$ cat src/rtl/fan_cfg_tx.sv
// Byte transmitter feeding the fan controller: a small FIFO of {cfg, byte}
// entries drained by an IDLE/STROBE/GAP sequencer that paces one-clock strobes.
module fan_cfg_tx #(
    parameter int GAP_CYCLES = 1,
    parameter int FIFO_DEPTH = 4
) (
    input  logic       clk,
    input  logic       rst_n,
    input  logic       tx_valid,
    input  logic       tx_is_cfg,
    input  logic [7:0] tx_data,
    output logic       tx_ready,
    output logic [7:0] data_out,
    output logic       data_valid,
    output logic       config_enable,
    output logic       busy
);

    localparam int AW = (FIFO_DEPTH > 1) ? $clog2(FIFO_DEPTH) : 1;
    localparam logic [AW:0]   FULL_CNT = (AW + 1)'(FIFO_DEPTH);
    localparam logic [AW:0]   CNT_ONE  = (AW + 1)'(1);
    localparam logic [AW-1:0] PTR_ONE  = AW'(1);
    localparam logic [3:0]    GAP_LAST = 4'(GAP_CYCLES - 1);

    typedef enum logic [1:0] {
        IDLE,
        STROBE,
        GAP
    } state_t;

    state_t          state;
    logic [8:0]      mem [FIFO_DEPTH];
    logic [AW-1:0]   wr_ptr;
    logic [AW-1:0]   rd_ptr;
    logic [AW:0]     count;
    logic [AW:0]     count_nxt;
    logic [3:0]      gap_cnt;
    logic            push;
    logic            pop;

    assign tx_ready = (count != FULL_CNT);
    assign push     = tx_valid && tx_ready;
    assign pop      = (state == IDLE) && (count != '0);

    always_comb begin
        count_nxt = count;
        if (push && !pop)
            count_nxt = count + CNT_ONE;
        else if (pop && !push)
            count_nxt = count - CNT_ONE;
    end

    always_ff @(posedge clk) begin
        if (push)
            mem[wr_ptr] <= {tx_is_cfg, tx_data};
    end

    // busy is computed from the post-edge state and count so it can stay registered.
    always_ff @(posedge clk or negedge rst_n) begin
        if (!rst_n) begin
            state         <= IDLE;
            wr_ptr        <= '0;
            rd_ptr        <= '0;
            count         <= '0;
            gap_cnt       <= '0;
            data_out      <= '0;
            data_valid    <= 1'b0;
            config_enable <= 1'b0;
            busy          <= 1'b0;
        end else begin
            count <= count_nxt;
            if (push)
                wr_ptr <= wr_ptr + PTR_ONE;

            case (state)
                IDLE: begin
                    if (pop) begin
                        rd_ptr        <= rd_ptr + PTR_ONE;
                        data_out      <= mem[rd_ptr][7:0];
                        config_enable <= mem[rd_ptr][8];
                        data_valid    <= 1'b1;
                        busy          <= 1'b1;
                        state         <= STROBE;
                    end else begin
                        config_enable <= 1'b0;
                        data_valid    <= 1'b0;
                        busy          <= (count_nxt != '0);
                    end
                end
                STROBE: begin
                    data_valid <= 1'b0;
                    gap_cnt    <= '0;
                    busy       <= 1'b1;
                    state      <= GAP;
                end
                GAP: begin
                    gap_cnt <= gap_cnt + 4'd1;
                    if (gap_cnt == GAP_LAST) begin
                        config_enable <= 1'b0;
                        busy          <= (count_nxt != '0);
                        state         <= IDLE;
                    end else begin
                        busy <= 1'b1;
                    end
                end
                default: begin
                    data_valid    <= 1'b0;
                    config_enable <= 1'b0;
                    busy          <= (count_nxt != '0);
                    state         <= IDLE;
                end
            endcase
        end
    end

endmodule
$ cat config.mk
export PLATFORM = sky130hd
export DESIGN_NAME = fan_cfg_tx
export DESIGN_NICKNAME = d
export VERILOG_FILES = /design/src/rtl/fan_cfg_tx.sv
export SDC_FILE = /design/constraint.sdc
export NUM_CORES = 1
export LEC_CHECK = 0
export ABC_CLOCK_PERIOD_IN_PS = 2500
export BUFFER_PORTS_ARGS = -buffer_cell sky130_fd_sc_hd__buf_2
export CORE_AREA = 2 2 76 78
export DETAILED_ROUTE_END_ITERATION = 12
export DIE_AREA = 0 0 78 80
export PLACE_DENSITY = 0.66
export SYNTH_ARGS = -nofsm -noshare
export SYNTH_HDL_FRONTEND = slang
export SYNTH_SLANG_ARGS = --single-unit
$ cat constraint.sdc
create_clock -name clk -period 2.5 [get_ports clk]
set_clock_uncertainty 0.2 [all_clocks]
set_input_delay 0.125 -clock clk [delete_from_list [all_inputs] [get_ports clk]]
set_output_delay 0.125 -clock clk [all_outputs]
set_load 0.02 [all_outputs]
==> metrics <==
slew of the pin with the lowest slew margin 0.569 ns; Root Driver clkbuf_8; sequential element share of the synthesized area 0.645; setup TNS 0 ns; Final #Nets 256; post-synthesis register bit count 60; total leakage power 0.00128 uW; Met1 Routed Length 1.94 mm; EDFF count, synth 36; fin crit period 2.14 ns; relative slew slack 0.621; TritonCTS Buffers 9; Die ar. 6240 um2; initial core utilization 0.482; crit-path max cell delay 0.45 ns; worst path required time 2.51 ns; final worst-path cycle share 0.855; IO Count 24; metal3 WL 202 um; commonest cells in the netlist edfxtp_1 (36), nand2_1 (36), dfrtp_1 (24); cells after synthesis 188; area leader, netlist edfxtp_1; RSZ-0062 raised after global routing false; class of the most critical setup path flop to flop; Hold Violations, Final 0; worst r2r src state[1]$_DFFE_PN0P_; syn avg cell area 13.9 um2; Area Growth Syn to Fin 18.7%; Row Count 27; Max Root-Sink Buffers 2; Cell Area, Synth 2610 um2; fmax 468 MHz; Distinct cells, synth 33; syn nets 213; vias in the first global route 1,553; Sink Count 60; ant diodes 0; initial antenna violation count 0; Arr. time, crit path 2.15 ns; P per Cell Area 1200 nW/um2; Power Total 3720 uW; VDD IR-drop max 610 uV; Worst Setup SP state[1]$_DFFE_PN0P_; CTS clk-pin slew, worst paths 0.07 ns; hpwl dp 2.92 mm; Synth area leaders edfxtp_1 (41%), dfrtp_1 (23%), mux4_2 (7.8%); crit path max fanout 13; Pins Over Slew Limit 0; top_reg_cell synth edfxtp_1; H-tree depth 3; core footprint 5410 um2; WL/cell 14.3 um; PortBufs 23; Detailed Route Iter0 Violations 52; Worst-Skew Late Latency 0.33 ns; routed vias/inst 4.97; Die X 78 um; largest net degree at the start of global routing 25; ratio of cells with drive above 1 in the final layout 0.242; Buf/Inv on CP 1; Tot GR Track Use 0.165; worst path cell trace inv_1, ha_1, nand2b_1, or2_1, o221ai_2, xnor2_1, nor3_2, o22ai_2; Resize count post-CTS 0; GRT Residual Overflow 0; yosys warns 0; startpoint types flop; Hold/Removal Path Class input pin to async pin; max-cap viol count 0; first-pass detailed-route iteration total 4; CTS tree built; top sig layer met4; Worst setup EP type flop; post-synth top area share 0.415; first-pass GRT wire length 7.46 mm; DR DRC count 0; Post-DRT Antenna Nets 0; post-CTS setup buffers 0; vias 1,530; final wirelength 4.40 mm; fillcell total 450; outcome finished clean; final setup vio count 0; ys async rst share 0.400; Final GP Congestion 0.732; crit-path leading delay family simple AND/OR/NAND/NOR gates; die height 80 um; routed wire length on met2 2.21 mm; Critical-path top delay cell ha_1
## layer usage
metal	GRT usage	up-vias
li1	-	762
met1	0.196	738
met2	0.272	24
met3	0.0701	6
met4	0.0579	0
met5	0	-
## cell type report
class,instances,area (um2),share of cell area
Inverter,11,41.3,0.0133
Clock buffer,10,128,0.0413
Tap cell,72,90.1,0.0291
Multi-Input combinational cell,111,856,0.277
Sequential cell,60,1680,0.544
Timing Repair Buffer,38,255,0.0825
Clock inverter,6,41.3,0.0133
## cell families after synthesis
group / after synthesis / share of synthesized area
compound gates: 24 / 0.0619
xor+xnor: 4 / 0.0134
fa+ha+maj: 13 / 0.0624
buf+inv: 17 / 0.0264
flops: 60 / 0.645
mux: 11 / 0.0859
simple gates: 59 / 0.105
## placed cells by master (no fill, tap or decap), drive strengths merged, types with 3 or more instances in the layout
master       count
nand2           36
clkbuf          10
nor2             4
nand3            3
edfxtp          36
nor3             4
clkinvlp         3
a21oi            6
and3             5
dlygate4sd3     11
ha              13
o21ai           10
dfrtp           24
inv             12
xnor2            4
mux4             9
buf             27
## what timing repair did
action	in CTS	in global routing
endpoints found under the setup margin	0	0
hold endpoints to repair	61	0
hold buffers	11	0
## stage by stage
stage / setup slack [ns] / util / std cells / hold slack, ns / instance area [um2]
final: 0.364 / 0.572 / 308 / 0.120 / 3090
after detailed placement: 0.366 / 0.521 / 281 / -0.0415 / 2810
after global routing: 0.198 / 0.572 / 308 / 0.156 / 3090
after CTS: 0.351 / 0.572 / 308 / 0.133 / 3090
after global placement: 0.392 / 0.521 / 281 / -0.0404 / 2810
after floorplan: 0.575 / - / 188 / -0.371 / 2610
## final timing paths
check                                     endpoint  cells after the start  slack, ns
max                                 busy$_DFF_PN0_                      8       0.36
min                         data_valid$_DFFE_PN0N_                      2       0.12
max reg2reg                         busy$_DFF_PN0_                      8       0.36
min reg2reg                data_out[5]$_DFFE_PN0P_                      2       0.27
max in group asynchronous  data_out[2]$_DFFE_PN0P_                      2       1.60
min in group clk           data_out[5]$_DFFE_PN0P_                      2       0.27
## power breakdown
part | total, uW | switching [uW] | leakage, uW | internal [uW]
registers | 1540 | 184 | 0.000624 | 1360
clock network | 735 | 377 | 0.0000787 | 358
logic | 1450 | 824 | 0.000582 | 623
total | 3720 | 1380 | 0.00128 | 2340
## registers in the layout, summed over array words and instances (netlist names)
signal         count
busy               1
data_valid         1
data_out           8
count              3
config_enable      1
state              2
gap_cnt            4
wr_ptr             2
mem               36
rd_ptr             2
## worst reg2reg max path: stages, from the launching register on
cell and delay, ns:
dfrtp_1 0.40, inv_1 0.11, ha_1 0.45, nand2b_1 0.14, or2_1 0.25, o221ai_2 0.09
xnor2_1 0.12, nor3_2 0.18, o22ai_2 0.08
Power figures use the tool's default switching activity.
